===== src/rtl/lcd_reader.sv =====
// rtl/lcd_reader.sv - HD44780 4-bit read engine: status / data-RAM byte read with optional busy-flag poll
//
// Optional feature macro: LCD_BUSY_POLL_EN (busy-flag polling; poll_done/poll_timeout tied to 0 when undefined)
//
// Ports:
//   CLK, RST        system clock, synchronous active-high reset
//   rd_req, rd_rs   start a read (sampled in IDLE); 0 = status read, 1 = data-RAM read
//   rd_busy         transaction in progress
//   rd_valid        one-cycle pulse, rd_data updated
//   rd_data         last byte read (high nibble read first)
//   busy_flag       bit 7 of the last status read
//   lcd_din         {SF_D, SF_C, SF_B, SF_A} pad inputs
//   LCD_E/RS/RW     LCD control pins; SF_E holds the StrataFlash disabled
//   poll_req        start a busy-flag poll
//   poll_done       one-cycle pulse when a poll ends
//   poll_timeout    one-cycle pulse with poll_done when the poll gave up
module lcd_reader #(
    parameter int T_SETUP  = 2,
    parameter int T_EPW    = 12,
    parameter int T_GAP    = 50,
    parameter int POLL_MAX = 255
) (
    input  logic       CLK,
    input  logic       RST,
    input  logic       rd_req,
    input  logic       rd_rs,
    output logic       rd_busy,
    output logic       rd_valid,
    output logic [7:0] rd_data,
    output logic       busy_flag,
    input  logic [3:0] lcd_din,
    output logic       LCD_E,
    output logic       LCD_RS,
    output logic       LCD_RW,
    output logic       SF_E,
    input  logic       poll_req,
    output logic       poll_done,
    output logic       poll_timeout
);

    typedef enum logic [2:0] {
        S_IDLE, S_SETUP_H, S_EHI_H, S_GAP_H, S_SETUP_L, S_EHI_L, S_GAP_L, S_DONE
    } state_t;

    localparam int CW = 16;
    localparam logic [CW-1:0] SETUP_LAST = CW'(T_SETUP - 1);
    localparam logic [CW-1:0] EPW_LAST   = CW'(T_EPW - 1);
    localparam logic [CW-1:0] GAP_LAST   = CW'(T_GAP - 1);

    state_t        state_q, state_d;
    logic [CW-1:0] cnt_q, cnt_d;
    logic [3:0]    hi_q, hi_d, lo_q, lo_d;
    logic [7:0]    rd_data_q, rd_data_d;
    logic          busy_flag_q, busy_flag_d;
    logic          rd_valid_q, rd_valid_d;
    logic          rd_busy_q, rd_busy_d;
    logic          rs_q, rs_d;
    logic          e_q, e_d;
    logic          rw_q, rw_d;

`ifdef LCD_BUSY_POLL_EN
    localparam int PCW = $clog2(POLL_MAX + 1);
    logic [PCW-1:0] poll_cnt_q, poll_cnt_d;
    logic           polling_q, polling_d;
    logic           poll_done_q, poll_done_d;
    logic           poll_timeout_q, poll_timeout_d;
`else
    logic unused_poll;
    assign unused_poll = poll_req ^ (POLL_MAX > 0);
`endif

    always_comb begin
        state_d     = state_q;
        cnt_d       = cnt_q + 1'b1;
        hi_d        = hi_q;
        lo_d        = lo_q;
        rs_d        = rs_q;
        rd_data_d   = rd_data_q;
        busy_flag_d = busy_flag_q;
        rd_valid_d  = 1'b0;
`ifdef LCD_BUSY_POLL_EN
        polling_d      = polling_q;
        poll_cnt_d     = poll_cnt_q;
        poll_done_d    = 1'b0;
        poll_timeout_d = 1'b0;
`endif
        case (state_q)
            S_IDLE: begin
                cnt_d = '0;
`ifdef LCD_BUSY_POLL_EN
                // A poll outranks a plain read and always reads status.
                if (poll_req) begin
                    state_d    = S_SETUP_H;
                    rs_d       = 1'b0;
                    polling_d  = 1'b1;
                    poll_cnt_d = '0;
                end else
`endif
                if (rd_req) begin
                    state_d = S_SETUP_H;
                    rs_d    = rd_rs;
                end
            end
            S_SETUP_H: if (cnt_q == SETUP_LAST) begin state_d = S_EHI_H; cnt_d = '0; end
            S_EHI_H: if (cnt_q == EPW_LAST) begin
                // Sample at the end of the pulse, when the LCD output is settled.
                hi_d    = lcd_din;
                state_d = S_GAP_H;
                cnt_d   = '0;
            end
            S_GAP_H:   if (cnt_q == GAP_LAST) begin state_d = S_SETUP_L; cnt_d = '0; end
            S_SETUP_L: if (cnt_q == SETUP_LAST) begin state_d = S_EHI_L; cnt_d = '0; end
            S_EHI_L: if (cnt_q == EPW_LAST) begin
                lo_d    = lcd_din;
                state_d = S_GAP_L;
                cnt_d   = '0;
            end
            S_GAP_L: if (cnt_q == GAP_LAST) begin
                state_d    = S_DONE;
                cnt_d      = '0;
                rd_valid_d = 1'b1;
                rd_data_d  = {hi_q, lo_q};
                if (!rs_q) busy_flag_d = hi_q[3];
                rs_d       = 1'b0;
`ifdef LCD_BUSY_POLL_EN
                if (polling_q) begin
                    poll_cnt_d = poll_cnt_q + 1'b1;
                    if (!hi_q[3]) begin
                        poll_done_d = 1'b1;
                        polling_d   = 1'b0;
                    end else if (poll_cnt_q == PCW'(POLL_MAX - 1)) begin
                        poll_done_d    = 1'b1;
                        poll_timeout_d = 1'b1;
                        polling_d      = 1'b0;
                    end
                end
`endif
            end
            S_DONE: begin
                cnt_d   = '0;
                state_d = S_IDLE;
`ifdef LCD_BUSY_POLL_EN
                // Polls chain reads without an IDLE cycle in between.
                if (polling_q) state_d = S_SETUP_H;
`endif
            end
            default: state_d = S_IDLE;
        endcase

        // Pin values are derived from the next state so every output is a flop.
        e_d       = (state_d == S_EHI_H) || (state_d == S_EHI_L);
        rw_d      = (state_d != S_IDLE) && (state_d != S_DONE);
        rd_busy_d = (state_d != S_IDLE) && (state_d != S_DONE);
`ifdef LCD_BUSY_POLL_EN
        if ((state_d == S_DONE) && polling_d) rd_busy_d = 1'b1;
`endif
    end

    always_ff @(posedge CLK) begin
        if (RST) begin
            state_q     <= S_IDLE;
            cnt_q       <= '0;
            hi_q        <= '0;
            lo_q        <= '0;
            rs_q        <= 1'b0;
            rd_data_q   <= '0;
            busy_flag_q <= 1'b0;
            rd_valid_q  <= 1'b0;
            rd_busy_q   <= 1'b0;
            e_q         <= 1'b0;
            rw_q        <= 1'b0;
`ifdef LCD_BUSY_POLL_EN
            polling_q      <= 1'b0;
            poll_cnt_q     <= '0;
            poll_done_q    <= 1'b0;
            poll_timeout_q <= 1'b0;
`endif
        end else begin
            state_q     <= state_d;
            cnt_q       <= cnt_d;
            hi_q        <= hi_d;
            lo_q        <= lo_d;
            rs_q        <= rs_d;
            rd_data_q   <= rd_data_d;
            busy_flag_q <= busy_flag_d;
            rd_valid_q  <= rd_valid_d;
            rd_busy_q   <= rd_busy_d;
            e_q         <= e_d;
            rw_q        <= rw_d;
`ifdef LCD_BUSY_POLL_EN
            polling_q      <= polling_d;
            poll_cnt_q     <= poll_cnt_d;
            poll_done_q    <= poll_done_d;
            poll_timeout_q <= poll_timeout_d;
`endif
        end
    end

    assign rd_busy   = rd_busy_q;
    assign rd_valid  = rd_valid_q;
    assign rd_data   = rd_data_q;
    assign busy_flag = busy_flag_q;
    assign LCD_E     = e_q;
    assign LCD_RS    = rs_q;
    assign LCD_RW    = rw_q;
    assign SF_E      = 1'b1;
`ifdef LCD_BUSY_POLL_EN
    assign poll_done    = poll_done_q;
    assign poll_timeout = poll_timeout_q;
`else
    assign poll_done    = 1'b0;
    assign poll_timeout = 1'b0;
`endif

endmodule


===== config.mk =====
export PLATFORM = sky130hd
export DESIGN_NAME = lcd_reader
export DESIGN_NICKNAME = d
export VERILOG_FILES = /design/src/rtl/lcd_reader.sv
export SDC_FILE = /design/constraint.sdc
export NUM_CORES = 1
export LEC_CHECK = 0
export ABC_AREA = 0
export BUFFER_PORTS_ARGS = -buffer_cell sky130_fd_sc_hd__buf_2
export CAP_MARGIN = 40
export CORE_UTILIZATION = 25
export CTS_BUF_LIST = sky130_fd_sc_hd__clkbuf_4 sky130_fd_sc_hd__clkbuf_8
export DETAILED_ROUTE_END_ITERATION = 16
export GPL_TIMING_DRIVEN = 0
export PLACE_DENSITY = 0.52
export SYNTH_ARGS = -nofsm -noshare
export SYNTH_HDL_FRONTEND = slang
export SYNTH_SLANG_ARGS = --single-unit

===== constraint.sdc =====
create_clock -name CLK -period 2.2 [get_ports CLK]
set_input_delay 0.44 -clock CLK [delete_from_list [all_inputs] [get_ports CLK]]
set_output_delay 0.44 -clock CLK [all_outputs]
set_load 0.02 [all_outputs]

==> impl_results.md, run 1 <==
- Outcome: finished clean
- Hold-fix buffers, CTS: 0
- P&R area growth vs syn: 17.1%
- Fin crit period: 2040 ps
- Vias in the first global route: 1593
- Ant diodes: 0
- DRT iter0 DRCs: 59
- Synth area leaders: dfxtp_1 39%, nand3_1 5.6%, xnor2_1 5.6%, a21oi_1 5.1%, nor3_2 4.9%
- Count leader, synth: dfxtp_1
- Async SR Flop Fraction: 0%
- Global route overflow: 0
- Gate count after technology mapping: 232
- Antenna viol nets, final: 0
- Clk root buf: clkbuf_8
- Placeable Area: 0.00781 mm²
- Final setup TNS: 0 ps
- Initial antenna violation count: 0
- Total chip power: 1510 µW
- Placer Congestion: 0.781
- Peak Freq: 0.491 GHz
- Post-DP HPWL: 3290 µm
- First element of the critical path: cnt_q[12]$_SDFF_PP0_
- Gr usage total: 11.3%
- Die Span X: 92.5 µm
- Yosys top cell by area: dfxtp_1
- R2r setup slk: 160 ps
- Die area: 0.00855 mm²
- Clk_lat worst skew: 300 ps
- Maxcap violations: 0
- NumNets Final: 271
- Worst slew pin tran: 594 ps
- Fin Clk Skew: 6.41 ps
- Final wirelength: 4560 µm
- Yosys reg bits: 40
- Num CTS Buffers: 5
- Critical Path Sink Type: register
- Port bufs: 20
- Htree depth: 2
- CTS tree: yes
- Critical R2R Capture: cnt_q[13]$_SDFF_PP0_
- Primary FF master, synth: dfxtp_1
- Top cell type's share of synthesized area: 39.1%
- Leading cell types by count after synthesis: 40 x dfxtp_1, 23 x nand3_1, 21 x a21oi_1
- Slowest stage delay, CP: 530 ps
- Relative slew slack: 60.3%
- CP Class: register to register
- Initial core utilization: 26.2%
- Hold crit path type: input pin to register
- DRC viols: 0
- P_leak: 0.000788 µW
- Setup violators final: 0
- Period utilization: 92.6%
- Cell Rows: 32
- FF/Latch Area: 801 µm²
- Fill cell count: 855
- Reg clk slew, reported paths: 80 ps
- Vias per cell: 4.78
- Worst path slowest cell: nor4_4
- Type of origin of the critical path: register
- VDD IR-drop max: 0.303 mV
- Worst path required time: 2390 ps
- Critical-path maximum fanout: 10
- Ratio of cells with drive above 1 in the final layout: 23.4%
- Pwr dens: 631 mW/mm²
- Yosys warning total: 0
- Largest net degree at the start of global routing: 14
- Vias: 1734
- Critical path arrival: 2230 ps
- Clock Sinks: 40
- R2R cell count: 5
- Multi-input gate area: 0.00110 mm²
- Reg2reg start: cnt_q[12]$_SDFF_PP0_
- Die H: 92.5 µm
- Netlist cell types: 43
- Critical Path Sink: cnt_q[13]$_SDFF_PP0_
- Post-synthesis sequential area ratio: 39.1%
- Critical path, cell by cell: nor4_4 -> nand4_2 -> o22ai_2 -> buf_4 -> nor3_2
- Slew Viols, Final: 0
- Wirelength per Cell: 12.6 µm
- # IOs: 26
- Number of enable flip-flop cells after synthesis: 0
- Synth Cell Area: 0.00205 mm²
- Avg Cell Area, Syn: 8.82 µm²
- Final Hold Violating Endpoints: 0
- Number of iterations in the first detailed-routing pass: 4
- First-pass GRT wire length: 7760 µm
- Unrepaired setup endpoints after global routing: no
- Clk buf depth: 2
## state kept, by name, indices dropped and copies added, names as in the netlist
| signal | count |
|---|---|
| LCD_E | 1 |
| LCD_RS | 1 |
| LCD_RW | 1 |
| busy_flag | 1 |
| cnt_q | 16 |
| hi_q | 4 |
| lo_q | 4 |
| rd_data | 8 |
| rd_valid | 1 |
| state_q | 3 |
## cells by family after synthesis
kind of cell             synth area share (%)
buffers and inverters                    7.64
other                                   0.367
multiplexers                             1.04
XOR/XNOR                                 6.42
AO/OA/AOI/OAI                            14.9
AND/OR/NAND/NOR                          29.3
flip-flops                               39.1
adder cells (fa/ha/maj)                  1.22
## power by group
group | switching [µW] | internal [µW] | total (µW)
Clock | 278 | 336 | 614
Sequential | 11.1 | 735 | 747
Combinational | 92.7 | 58.8 | 152
## per-layer routing
layer  vias up  share of wire (%)  track usage [%]  wire, µm
met5         -                  0                0         0
met4         0                1.6             4.17        74
met3        10                4.3             3.12       194
met2        30                 43             17.5      1980
met1       806                 51             15.0      2320
li1        888                  -                -         -
## stage by stage
stage	utilization (%)	hold WS, ps	worst slack (ps)	cells	instance area [µm²]
6_report	30.7	358	163	363	2400
5_1_grt	30.7	354	6.86	363	2400
4_1_cts	30.6	356	49.1	363	2390
3_5_place_dp	29.2	458	65.6	355	2280
3_3_place_gp	29.2	451	65.3	355	2280
2_1_floorplan	-	440	442	233	2050
## area by class of cell
| class | instances | area share [%] |
|---|---|---|
| multi-input combinational | 167 | 45.9 |
| sequential | 40 | 33.4 |
| tap | 102 | 5.33 |
| buffer | 18 | 5.27 |
| timing repair buffer | 20 | 4.18 |
| clock buffer | 5 | 2.87 |
| clock inverter | 3 | 1.78 |
| inverter | 8 | 1.25 |
## layout by cell type (no fill, tap or decap), types with 2 or more instances in the layout
cell type / count
nor4_4: 2
xor2_1: 2
and4_1: 2
dfxtp_1: 40
nor3_1: 15
xnor2_1: 13
ha_1: 2
nor2_1: 7
a211oi_1: 2
clkbuf_1: 5
nor3_2: 10
nand3_1: 23
o21ai_0: 20
nor4_1: 3
clkbuf_8: 5
nand4_1: 7
inv_1: 8
buf_2: 22
o22ai_1: 2
buf_6: 4
a21oi_1: 21
conb_1: 3
buf_4: 7
nand2_1: 12
## worst min-delay path by stage
| stage | startpoint | to | slack [ps] | cells past startpoint |
|---|---|---|---|---|
| 2_1_floorplan | lo_q[0]$_SDFFE_PP0P_ | rd_data[0]$_SDFFE_PP0P_ | 440 | 2 |
| 3_3_place_gp | hi_q[2]$_SDFFE_PP0P_ | rd_data[6]$_SDFFE_PP0P_ | 450 | 2 |
| 3_5_place_dp | hi_q[2]$_SDFFE_PP0P_ | rd_data[6]$_SDFFE_PP0P_ | 460 | 2 |
| 4_1_cts | RST | state_q[0]$_SDFF_PP0_ | 360 | 2 |
| 5_1_grt | RST | state_q[0]$_SDFF_PP0_ | 350 | 2 |
| 6_report | RST | state_q[0]$_SDFF_PP0_ | 360 | 2 |
## critical path, delay by kind of cell, from the launching register on
| kind | cells | cell delay (ps) |
|---|---|---|
| simple gates | 3 | 920 |
| buf+inv | 1 | 290 |
| compound gates | 1 | 350 |
| flops | 1 | 380 |
## timing repair
item                       in CTS  in global routing
setup endpoints to repair       0                 12
gates resized for setup         0                  1
buffers inserted                0                  0
Power figures use the tool's default switching activity.
==> run 2, diff against run 1 <==
Settings changed: CELL_PAD_IN_SITES_DETAIL_PLACEMENT set to 1, CELL_PAD_IN_SITES_GLOBAL_PLACEMENT set to 2, PLACE_DENSITY 0.52 to 0.71.
==> run 2 against run 1 <==
  * Critical path depth increased by 1
  * Combinational power about the same
  * Global-route usage increased by 1.9 points
  * Clock power increased by 3%
  * Hold slack improved by 25 ps
  * Largest cell class unchanged
==> impl_results.md, run 2 (synthesis results as in run 1) <==
- Ant diodes: 0
- VDD IR-drop max: 0.256 mV
- Slew Viols, Final: 0
- Initial core utilization: 26.2%
- Placer Congestion: 0.723
- Peak Freq: 0.501 GHz
- Maxcap violations: 0
- Critical path buffers and inverters: 1
- CTS tree: yes
- Port bufs: 20
- Gr usage total: 13.2%
- Cell family with most CP delay: compound AO/OA/AOI/OAI gates
- Fin crit period: 2000 ps
- Global route overflow: 0
- Die area: 0.00855 mm²
- Type of origin of the critical path: register
- P&R area growth vs syn: 18.3%
- Largest register FFs: 16
- Ratio of cells with drive above 1 in the final layout: 24.0%
- Multi-input gate area: 0.00111 mm²
- Cell area after placement: 0.00228 mm²
- Htree depth: 2
- Reg clk slew, reported paths: 90 ps
- Final wirelength: 5230 µm
- Critical Path Sink Type: register
- Unrepaired setup endpoints after global routing: no
- Hold-fix buffers, CTS: 0
- Hold path startpoint: rd_rs
- Vias in the first global route: 1809
- Clk buf depth: 2
- Relative slew slack: 60.4%
- Wirelength per Cell: 14.3 µm
- Clock Sinks: 40
- Critical path, cell by cell: ha_1 -> and4bb_1 -> a41oi_1 -> o221ai_2 -> buf_6 -> nor3_2
- Post-DP HPWL: 3790 µm
- Design Area, Final: 0.00242 mm²
- Critical R2R Capture: cnt_q[13]$_SDFF_PP0_
- R2r setup slk: 200 ps
- Pwr dens: 632 mW/mm²
- Most flops, register: cnt_q
- Clk_lat worst skew: 300 ps
- Setup violators final: 0
- Critical path arrival: 2180 ps
- Initial antenna violation count: 0
- Final Hold Violating Endpoints: 0
- CP Class: register to register
- Die H: 92.5 µm
- Slowest stage delay, CP: 420 ps
- Hold crit path type: input pin to register
- R2R cell count: 6
- Most frequent cells in the layout: 40 x dfxtp_1, 23 x nand3_1, 22 x buf_2, 21 x a21oi_1, 20 x o21ai_0
- FF/Latch Area: 801 µm²
- Vias: 1744
- Outcome: finished clean
- DRT iter0 DRCs: 54
- Fill cell count: 956
- Period utilization: 90.8%
- Most common cell after layout, fill and taps aside: dfxtp_1
- Fin Clk Skew: 9.94 ps
- DRC viols: 0
- Worst path slowest cell: dfxtp_1
- Clk root buf: clkbuf_8
- Worst path required time: 2380 ps
- # IOs: 26
- NumNets Final: 273
- Reg2reg start: cnt_q[0]$_SDFF_PP0_
- Worst slew pin tran: 591 ps
- Hold endpoint: LCD_RS$_SDFFE_PP0P_
- First-pass GRT wire length: 8930 µm
- Number of iterations in the first detailed-routing pass: 4
- Largest net degree at the start of global routing: 15
- Final setup TNS: 0 ps
- Placeable Area: 0.00781 mm²
- Vias per cell: 4.78
- Num CTS Buffers: 5
- Antenna viol nets, final: 0
- P_leak: 0.000797 µW
- Cell Rows: 32
- Hold depth: 3
- Critical-path maximum fanout: 10
- Die Span X: 92.5 µm
==> run 2: changes by cell type in the layout (fill, tap and decap cells not counted) <==
cell and delta:
buf_4 +2, clkinv_2 -1, inv_6 +1, o22ai_2 -1, o22ai_4 +1
==> run 2: tightest hold or removal path: cells and delay by family <==
kind | cells | cell delay (ps)
AND/OR/NAND/NOR | 1 | 50
buffers and inverters | 1 | 90
AO/OA/AOI/OAI | 1 | 60
==> run 2: area by class of cell <==
type	instances	area share, %
Sequential cell	40	33.1
Tap cell	102	5.27
Inverter	8	1.24
Clock buffer	5	2.84
Clock inverter	3	1.91
Buffer	18	5.22
Timing Repair Buffer	22	4.75
Multi-Input combinational cell	167	45.7
==> run 2: per-stage QoR <==
step / total power [µW] / setup WS [ps] / util, % / hold slack, ps / cells
after floorplan: 875 / 442 / - / 440 / 233
after global placement: 917 / 33.1 / 29.2 / 454 / 355
after detailed placement: 919 / 11.2 / 29.2 / 461 / 355
after CTS: 1550 / 92.8 / 30.7 / 377 / 363
after global routing: 1590 / 15.8 / 31.0 / 389 / 365
final: 1530 / 202 / 31.0 / 383 / 365
==> run 2: per-layer routing <==
metal | vias to the layer above | routed length, µm | part of all wire [%] | global-route usage (%)
li1 | 893 | - | - | -
met1 | 822 | 2440 | 47 | 16.2
met3 | 3 | 188 | 3.6 | 3.04
met5 | - | 0 | 0 | 0
met4 | 0 | 23 | 0.44 | 2.73
met2 | 26 | 2590 | 49 | 23.4
==> run 2: worst max path at each step <==
stage | startpoint | to | slack (ps) | cells past startpoint
floorplan | cnt_q[0]$_SDFF_PP0_ | cnt_q[10]$_SDFF_PP0_ | 440 | 6
global placement | cnt_q[0]$_SDFF_PP0_ | cnt_q[10]$_SDFF_PP0_ | 30 | 6
detailed placement | cnt_q[0]$_SDFF_PP0_ | cnt_q[11]$_SDFF_PP0_ | 10 | 6
CTS | cnt_q[8]$_SDFF_PP0_ | cnt_q[12]$_SDFF_PP0_ | 90 | 5
global route | cnt_q[12]$_SDFF_PP0_ | rd_data[4]$_SDFFE_PP0P_ | 20 | 5
finish | cnt_q[0]$_SDFF_PP0_ | cnt_q[13]$_SDFF_PP0_ | 200 | 6
==> run 2: power breakdown <==
group	internal (µW)	switching, µW	total, µW
Clock	342	288	630
Sequential	735	12.1	748
Combinational	58.9	95.4	154
==> run 2: timing repair <==
| action | in CTS | in global routing |
|---|---|---|
| setup endpoints to repair | 9 | 11 |
| buffers inserted | 0 | 2 |
| hold endpoints to repair | 0 | 0 |
| pin swaps | 0 | 1 |
| resized for setup | 1 | 1 |
==> run 3, diff against run 2 <==
Settings changed: ABC_AREA 0 to 1, PLACE_DENSITY 0.71 to 0.75.
==> run 3 against run 2 <==
  * Final cell count is 5.5% higher
  * Global-route usage is 1.5 points lower
  * Critical path type unchanged
  * Setup slack better by 260 ps
  * Wire length is 21% lower
  * First-iteration DRC count is 30% lower
  * Die area is 8.9% lower
  * Sequential share of layout area is 3.2 points higher
  * Largest power group unchanged
  * Sequential cell count stayed put
==> impl_results.md, run 3 <==
- Outcome: finished clean
- Avg Cell Area, Syn: 7.27 µm²
- Largest register FFs: 16
- Worst path slowest cell: dfxtp_1
- Final Hold Violating Endpoints: 0
- Die area: 0.00780 mm²
- # IOs: 26
- Main combinational cell family by area after synthesis: simple AND/OR/NAND/NOR gates
- Yosys reg bits: 40
- R2r setup slk: 460 ps
- Hold endpoint: LCD_E$_SDFF_PP0_
- Adder-cell share of the synthesized area: 1.34%
- Largest net degree at the start of global routing: 14
- Synth Cell Area: 0.00186 mm²
- DRC viols: 0
- Total chip power: 1520 µW
- Ant diodes: 0
- Vias per cell: 4.20
- Cell family with most CP delay: simple AND/OR/NAND/NOR gates
- Most frequent cells in the layout: 53 x nand2_1, 40 x dfxtp_1, 32 x nor2_1, 27 x inv_1, 23 x a21oi_1
- Vias in the first global route: 1556
- Gr usage total: 11.7%
- Leading cell types by count after synthesis: 53 x nand2_1, 40 x dfxtp_1, 32 x nor2_1
- Pwr dens: 688 mW/mm²
- P_leak: 0.000948 µW
- Ratio of cells with drive above 1 in the final layout: 18.9%
- Clk root buf: clkbuf_8
- Initial core utilization: 25.8%
- Critical-path maximum fanout: 7
- Cell Rows: 31
- Count leader, synth: nand2_1
- Most common cell after layout, fill and taps aside: nand2_1
- Placer Congestion: 0.759
- Yosys top cell by area: dfxtp_1
- Period utilization: 79.1%
- VDD IR-drop max: 0.252 mV
- NumNets Final: 296
- Gate count after technology mapping: 256
- Clk_lat worst skew: 300 ps
- Worst path required time: 2380 ps
- Number of enable flip-flop cells after synthesis: 0
- Top cell type's share of synthesized area: 43.0%
- Maxcap violations: 0
- Wirelength per Cell: 10.7 µm
- Hold-fix buffers, CTS: 0
- Post-Synth XOR/XNOR Area: 3.29%
- Initial antenna violation count: 0
- Reg clk slew, reported paths: 70 ps
- Fin Clk Skew: 8.30 ps
- R2R cell count: 10
- Most flops, register: cnt_q
- Hold depth: 2
- Number of iterations in the first detailed-routing pass: 4
- Fin crit period: 1740 ps
- Hold path startpoint: RST
- Postcts setup bufs: 0
- Critical path, cell by cell: ha_1 -> nand3_1 -> nor2_2 -> nand3_1 -> nand2_1 -> nor2_1 -> nand2_1 -> nand2_2 -> nand2_1 -> a21oi_1
- PostCTS Resize Cnt: 0
- Antenna viol nets, final: 0
- Die Span X: 88.3 µm
- Worst Setup Slack, final: 460 ps
- Clk buf depth: 2
- Most frequent cell on the critical path: nand2_1
- Type of origin of the critical path: register
- Unrepaired setup endpoints after global routing: no
- Final wirelength: 4140 µm
- Synth area leaders: dfxtp_1 43%, nand2_1 11%, nor2_1 6.5%, a21oi_1 6.2%, inv_1 5.4%
- Global route overflow: 0
- CP Class: register to register
- Compound-Gate Fraction of Synth Area: 10.9%
- Synth Area in Simple Gates: 31.8%
- Peak Freq: 0.575 GHz
- Netlist cell types: 32
- Async SR Flop Fraction: 0%
- Final setup TNS: 0 ps
- DRT iter0 DRCs: 38
- Yosys warning total: 0
- Critical path arrival: 1920 ps
- Slew Viols, Final: 0
- Num CTS Buffers: 5
- Critical path buffers and inverters: 0
- Multiplexer share of the synthesized area: 0%
- CTS tree: yes
- Post-DP HPWL: 3210 µm
- Port bufs: 21
- P&R area growth vs syn: 18.5%
- Reg2reg start: cnt_q[0]$_SDFF_PP0_
- Setup Slack @ Placement: 448 ps
- Post-synthesis sequential area ratio: 43.0%
- Critical R2R Capture: LCD_E$_SDFF_PP0_
- First-pass GRT wire length: 7000 µm
- Crit path depth: 10
- Primary FF master, synth: dfxtp_1
- Vias: 1618
- Htree depth: 2
- Clock Sinks: 40
- Critical Path Sink Type: register
- Placeable Area: 0.00721 mm²
- Die H: 88.3 µm
- Slowest stage delay, CP: 390 ps
- Setup violators final: 0
- Hold crit path type: input pin to register
[run 3: changes by cell type after synthesis, moves of 4 or more]
cell,delta
nor3_2,-10
nand4_1,-6
nor2_2,+8
nand2_1,+41
o21ai_0,-7
nand3_1,-9
buf_6,-4
xnor2_1,-11
nor3_1,-8
nor2_1,+25
clkbuf_1,-4
inv_1,+19
[run 3: worst reg2reg max path: cells and delay by family (launching register included)]
kind	cells	cell delay, ps
adders and majority gates	1	220
AOI/OAI and AO/OA	1	60
DFF	1	390
and+or+nand+nor	8	960
[run 3: cells by family (layout without fill, tap and decap cells)]
family | after synthesis | in the layout
AOI/OAI and AO/OA | 39 | 39
xor gates and xnor gates | 7 | 7
adders and majority gates | 2 | 2
buffers and inverters | 38 | 67
DFF | 40 | 40
other | 2 | 3
and+or+nand+nor | 128 | 128
[run 3: how the worst max path moves through the flow]
stage / slack, ps / startpoint / endpoint
3_5_place_dp: 450 / cnt_q[0]$_SDFF_PP0_ / LCD_E$_SDFF_PP0_
4_1_cts: 440 / cnt_q[0]$_SDFF_PP0_ / LCD_RW$_SDFF_PP0_
5_1_grt: 250 / cnt_q[0]$_SDFF_PP0_ / LCD_RW$_SDFF_PP0_
2_1_floorplan: 720 / cnt_q[0]$_SDFF_PP0_ / cnt_q[10]$_SDFF_PP0_
6_report: 460 / cnt_q[0]$_SDFF_PP0_ / LCD_E$_SDFF_PP0_
3_3_place_gp: 470 / cnt_q[0]$_SDFF_PP0_ / LCD_E$_SDFF_PP0_
[run 3: final cells by class]
class                   count  area (µm²)
fillers                   959        5010
multi-input cells         179         892
flip-flops and latches     40         801
well taps                  99         124
inverters                  30         113
repair buffers             21         105
clock buffers               5        68.8
plain buffers               8        60.1
clock inverters             3        42.5
[run 3: metrics by stage]
step | std cells | utilization [%] | cell area [µm²] | hold WS (ps)
floorplan | 257 | - | 1870 | 430
global placement | 377 | 29.0 | 2090 | 444
detailed placement | 377 | 29.0 | 2090 | 451
CTS | 385 | 30.6 | 2210 | 378
global route | 385 | 30.6 | 2210 | 399
finish | 385 | 30.6 | 2210 | 388
[run 3: routing by layer]
layer | routed length [µm] | track usage (%) | up-vias
li1 | - | - | 863
met3 | 77 | 2.52 | 6
met2 | 1920 | 18.4 | 14
met1 | 2060 | 15.5 | 735
met4 | 82 | 4.84 | 0
met5 | 0 | 0 | -
[run 3: report_power, final]
group | leakage (µW) | switching (µW) | total (µW) | internal [µW]
Clock | 0.0000541 | 266 | 601 | 336
Combinational | 0.000571 | 104 | 166 | 61.5
Sequential | 0.000323 | 12.6 | 751 | 738
Total | 0.000948 | 382 | 1520 | 1140
